--- src/rtl/pipe_stage_reg_pkg.sv ---
// Shared types and default widths for the two-entry skid-buffered pipeline stage.
package pipe_stage_reg_pkg;

  localparam int unsigned DefDataW = 64;
  localparam int unsigned DefCtrlW = 8;
  localparam int unsigned DefCntW  = 16;

  typedef enum logic [1:0] {
    StEmpty = 2'd0,
    StOne   = 2'd1,
    StFull  = 2'd2
  } state_e;

endpackage

--- src/rtl/pipe_stage_reg_entry.sv ---
// One storage slot: valid + ctrl are reset/clearable, data is never cleared.
module pipe_entry #(
  parameter int unsigned DATA_W = 64,
  parameter int unsigned CTRL_W = 8
) (
  input  logic              clk,
  input  logic              rst,
  input  logic              load_i,
  input  logic              clr_i,
  input  logic [DATA_W-1:0] data_i,
  input  logic [CTRL_W-1:0] ctrl_i,
  output logic              valid_o,
  output logic [DATA_W-1:0] data_o,
  output logic [CTRL_W-1:0] ctrl_o
);

  logic              valid_q;
  logic [DATA_W-1:0] data_q;
  logic [CTRL_W-1:0] ctrl_q;

  // Clear wins over load so a flush discards a beat arriving the same cycle.
  always_ff @(posedge clk or negedge rst) begin
    if (!rst) begin
      valid_q <= 1'b0;
      ctrl_q  <= '0;
    end else if (clr_i) begin
      valid_q <= 1'b0;
      ctrl_q  <= '0;
    end else if (load_i) begin
      valid_q <= 1'b1;
      ctrl_q  <= ctrl_i;
    end
  end

  always_ff @(posedge clk) begin
    if (load_i) begin
      data_q <= data_i;
    end
  end

  assign valid_o = valid_q;
  assign data_o  = data_q;
  assign ctrl_o  = ctrl_q;

endmodule

--- src/rtl/pipe_stage_reg.sv ---
// Registered pipeline stage with a skid entry so in_ready is a flop, plus bubble/stall counters.
module pipe_stage_reg
  import pipe_stage_reg_pkg::*;
#(
  parameter int unsigned DATA_W = DefDataW,
  parameter int unsigned CTRL_W = DefCtrlW,
  parameter int unsigned CNT_W  = DefCntW
) (
  input  logic              clk,
  input  logic              rst,
  input  logic              in_valid,
  output logic              in_ready,
  input  logic [DATA_W-1:0] in_data,
  input  logic [CTRL_W-1:0] in_ctrl,
  output logic              out_valid,
  input  logic              out_ready,
  output logic [DATA_W-1:0] out_data,
  output logic [CTRL_W-1:0] out_ctrl,
  input  logic              flush,
  input  logic              cnt_clr,
  output logic [CNT_W-1:0]  bubble_cnt,
  output logic [CNT_W-1:0]  stall_cnt
);

  state_e state_q, state_d;
  logic   in_ready_q;
  logic   in_xfer;

  logic              main_load, main_clr, main_sel_skid, main_valid;
  logic              skid_load, skid_clr, skid_valid;
  logic [DATA_W-1:0] main_data, skid_data, main_data_in;
  logic [CTRL_W-1:0] main_ctrl, skid_ctrl, main_ctrl_in;
  logic [CNT_W-1:0]  bubble_q, stall_q;

  assign in_xfer = in_valid & in_ready_q;

  always_comb begin
    state_d       = state_q;
    main_load     = 1'b0;
    main_clr      = flush;
    main_sel_skid = 1'b0;
    skid_load     = 1'b0;
    skid_clr      = flush;
    unique case (state_q)
      StEmpty: begin
        if (in_xfer) begin
          main_load = 1'b1;
          state_d   = StOne;
        end
      end
      StOne: begin
        if (in_xfer && out_ready) begin
          main_load = 1'b1;
        end else if (in_xfer) begin
          skid_load = 1'b1;
          state_d   = StFull;
        end else if (out_ready) begin
          main_clr = 1'b1;
          state_d  = StEmpty;
        end
      end
      StFull: begin
        if (out_ready && skid_valid) begin
          main_load     = 1'b1;
          main_sel_skid = 1'b1;
          skid_clr      = 1'b1;
          state_d       = StOne;
        end
      end
      default: state_d = StEmpty;
    endcase
    if (flush) begin
      state_d = StEmpty;
    end
  end

  assign main_data_in = main_sel_skid ? skid_data : in_data;
  assign main_ctrl_in = main_sel_skid ? skid_ctrl : in_ctrl;

  always_ff @(posedge clk or negedge rst) begin
    if (!rst) begin
      state_q    <= StEmpty;
      in_ready_q <= 1'b0;
    end else begin
      state_q    <= state_d;
      in_ready_q <= (state_d != StFull);
    end
  end

  pipe_entry #(
    .DATA_W(DATA_W),
    .CTRL_W(CTRL_W)
  ) u_main (
    .clk    (clk),
    .rst    (rst),
    .load_i (main_load),
    .clr_i  (main_clr),
    .data_i (main_data_in),
    .ctrl_i (main_ctrl_in),
    .valid_o(main_valid),
    .data_o (main_data),
    .ctrl_o (main_ctrl)
  );

  pipe_entry #(
    .DATA_W(DATA_W),
    .CTRL_W(CTRL_W)
  ) u_skid (
    .clk    (clk),
    .rst    (rst),
    .load_i (skid_load),
    .clr_i  (skid_clr),
    .data_i (in_data),
    .ctrl_i (in_ctrl),
    .valid_o(skid_valid),
    .data_o (skid_data),
    .ctrl_o (skid_ctrl)
  );

  // Saturating counters; clear has priority, flush does not touch them.
  always_ff @(posedge clk or negedge rst) begin
    if (!rst) begin
      bubble_q <= '0;
      stall_q  <= '0;
    end else if (cnt_clr) begin
      bubble_q <= '0;
      stall_q  <= '0;
    end else begin
      if (out_ready && !main_valid && (bubble_q != '1)) begin
        bubble_q <= bubble_q + CNT_W'(1);
      end
      if (main_valid && !out_ready && (stall_q != '1)) begin
        stall_q <= stall_q + CNT_W'(1);
      end
    end
  end

  assign in_ready   = in_ready_q;
  assign out_valid  = main_valid;
  assign out_data   = main_data;
  assign out_ctrl   = main_valid ? main_ctrl : '0;
  assign bubble_cnt = bubble_q;
  assign stall_cnt  = stall_q;

endmodule

--- config.mk ---
export PLATFORM = sky130hd
export DESIGN_NAME = pipe_stage_reg
export DESIGN_NICKNAME = d
export VERILOG_FILES = /design/src/rtl/pipe_stage_reg_pkg.sv /design/src/rtl/pipe_stage_reg_entry.sv /design/src/rtl/pipe_stage_reg.sv
export SDC_FILE = /design/constraint.sdc
export NUM_CORES = 1
export LEC_CHECK = 0
export CORE_ASPECT_RATIO = 0.9
export CORE_MARGIN = 2
export CORE_UTILIZATION = 35
export DETAILED_ROUTE_END_ITERATION = 8
export PLACE_DENSITY = 0.63
export SYNTH_ARGS = -nofsm -noshare
export SYNTH_HDL_FRONTEND = slang
export SYNTH_HIERARCHICAL = 1
export SYNTH_SLANG_ARGS = --single-unit
--- constraint.sdc ---
create_clock -name clk -period 11.7 [get_ports clk]
set_input_delay 1.17 -clock clk [delete_from_list [all_inputs] [get_ports clk]]
set_output_delay 1.17 -clock clk [all_outputs]
set_load 0.02 [all_outputs]
==> metrics.txt <==
Initial Util=about 36%; R2R Setup Slk=8950 ps; top-area cell type share of the netlist area=51.36%; total core area=~21,000 sq um; Setup crit end kind=flip-flop; CTS Sinks=181; skew final=approximately 17 ps; DRC viols=0; fin. max-slew vios=0; Area growth, synth to finish=36.23%; most common cell after layout, fill and taps aside=clkdlybuf4s50_1; Detail Route Antenna Nets=0; RePlAce Congestion=between 0.8 and 0.9; FP Rows=50; crit-path max FO=between 70 and 80; Clock Latency Late Sink=between 400 and 500 ps; CP arrival=around 3500 ps; filler cell count=between 1,500 and 2,000; Startpoint Class=input pin; layout cell share with drive strength beyond 1=17.91%; Synth async-reset ratio=29.28%; period utilization=around 27%; WL final=between 15 and 20 mm; setup violators final=0; Fin. Hold Viols=0; CP Data Required Time=11,990 ps; die area=roughly 23,000 sq um; Post-synth EDFFs=~130; maximum vdd drop=approximately 0.083 mV; CTS Buffer Depth=2; CTS-repair resized insts=0; Hold WS=~520 ps; drt wl/cell=roughly 18 um; Die H=between 100 and 150 um; sequential area share after synthesis=69.09%; DRT Pass-1 Iters=4; Syn Inst Count=500; Yosys top cell by area=edfxtp_1; Worst R2R Path Depth=5; all-layer global routing usage=15.65%; Hold Path Cell Cnt=2; LEAKAGE=about 3.6 nW; reg-to-reg critical path startpoint=stall_cnt[0]; Synth cell types=43; syn avg cell area=between 10 and 15 sq um; setup TNS=0 ps; final core utilization=approximately half; Post-Syn Area=7483 sq um; I/O pin total=184; synth top area cells=edfxtp_1 (51%), dfrtp_1 (18%), mux2_2 (12%); H-tree depth=4; max-cap violations=0; vias per inst=4.958; CTS tree=done; Iteration-0 DRC Markers=261; Setup WS post-layout=approximately 8500 ps; clk slew on worst S/H paths=70 ps; worst min path class=reg -> reg; pwr/cell area=139.7 nW/um^2; Hold Path Sink=u_skid/ctrl_o[2]; largest net degree at the start of global routing=75; first-pass GRT wire length=27.05 mm; pre-CTS setup slack=~8000 ps; global route total overflow=0; vias in the first global route=roughly 4,900; post-layout net count=766; Tmin final=around 3200 ps; hpwl dp=11.66 mm; antenna violations before repair=0; Yosys reg bits=181; # hold bufs at CTS=0; Main synth FF type=edfxtp_1; Clk Tree Root Cell=clkbuf_16; worst r2r dst=stall_cnt[3]; # diodes=0; Synthesized Nets=580; Port Buf Inserts=around 180; min-delay src=u_skid/ctrl_o[2]; Worst Tran Pin Value=approximately 1000 ps; Die X-Extent=158.1 um; fmax=~310 MHz; total CTS buffers=17; postcts setup bufs=0; routed via count=just under 5,000; RSZ-0062 raised after global routing=no; total power=~0.0014 W; relative slew slack=just over 30%; Yosys Warn Count=6; status=finished clean; CP Class=in -> reg; commonest non-fill, non-tap cells in the layout=clkdlybuf4s50_1 (182), edfxtp_1 (128), mux2_2 (79)
==> critical path: stages <==
cell,delay (ps)
clkdlybuf4s50_1,710
nand2b_1,220
nand2_1,100
o21ai_4,150
buf_4,790
mux2i_1,270
nor2_1,60
==> stage by stage <==
step | std cells | instance area [sq um]
floorplan | 500 | 7483
global placement | 953 | 9629
detailed placement | 953 | 9629
CTS | 984 | 10190
global route | 984 | 10190
finish | 984 | 10190
==> synth_stat cells, types with 2 or more instances <==
cell type    n
and4_1       2
nor4_1       4
nand2_1     25
nand3_1     10
or4_1        6
mux2_2      79
a21oi_1     15
or3_1        8
or2_2        3
nor2_1      36
o311ai_0     4
inv_1        3
and3_1       3
nor3_1       8
o41ai_1      5
buf_6        3
o31ai_1      8
and2_1      10
nand2b_1     4
nor2b_1      9
ha_1         2
buf_2        7
o21ai_0     11
clkbuf_1    12
nand4_1      8
mux2i_1     19
dfrtp_1     53
edfxtp_1   128
==> where the power goes <==
part           internal [W]  total (W)  leakage [nW]  switching (W)
clock              0.000282   0.000550         0.269       0.000268
sequential         0.000720   0.000731          1.92      0.0000106
combinational     0.0000704   0.000143          1.44      0.0000726
total               0.00107    0.00142          3.64       0.000352
==> routing by layer <==
metal	GRT usage [%]	up-vias	share of wire (%)
met5	0	-	0
li1	-	2264	-
met4	3.746	0	0.52
met3	5.645	5	9.0
met1	20.75	2407	45
met2	24.62	203	46
==> cell type report <==
class	count	area (sq um)	share of cell area, %
sequential	181	5170	50.71
timing repair buffer	190	1879	18.43
multi-input combinational	292	2207	21.65
inverter	4	15.01	0.1473
clock inverter	14	140.1	1.375
clock buffer	17	425.4	4.173
tap	286	357.8	3.510
==> logic make-up after synthesis <==
| family | Yosys count | share of synthesized area [%] |
|---|---|---|
| simple gates | 142 | 9.982 |
| mux | 98 | 14.43 |
| fa+ha+maj | 2 | 0.3343 |
| xor+xnor | 1 | 0.1171 |
| buf+inv | 27 | 1.822 |
| compound gates | 49 | 4.230 |
| flops | 181 | 69.09 |
==> worst max-delay path by stage <==
stage	start	to	slack (ps)	cells past startpoint
after detailed placement	out_ready	u_main/ctrl_o[0]	8000	7
final	out_ready	u_main/ctrl_o[0]	8500	7
after CTS	out_ready	u_main/ctrl_o[0]	8470	7
after floorplan	in_valid	u_skid/ctrl_o[0]	2680	5
after global routing	out_ready	u_main/ctrl_o[5]	8330	7
after global placement	out_ready	u_main/ctrl_o[1]	8100	7
==> state kept, by name, summed over array words and instances, names as in the netlist, 2 cells and up <==
register       cells
bubble_cnt        16
stall_cnt         16
state_q            2
u_main/ctrl_o      8
u_main/data_o     64
u_skid/ctrl_o      8
u_skid/data_o     64
Note: power is estimated with default switching activity, not from simulation.
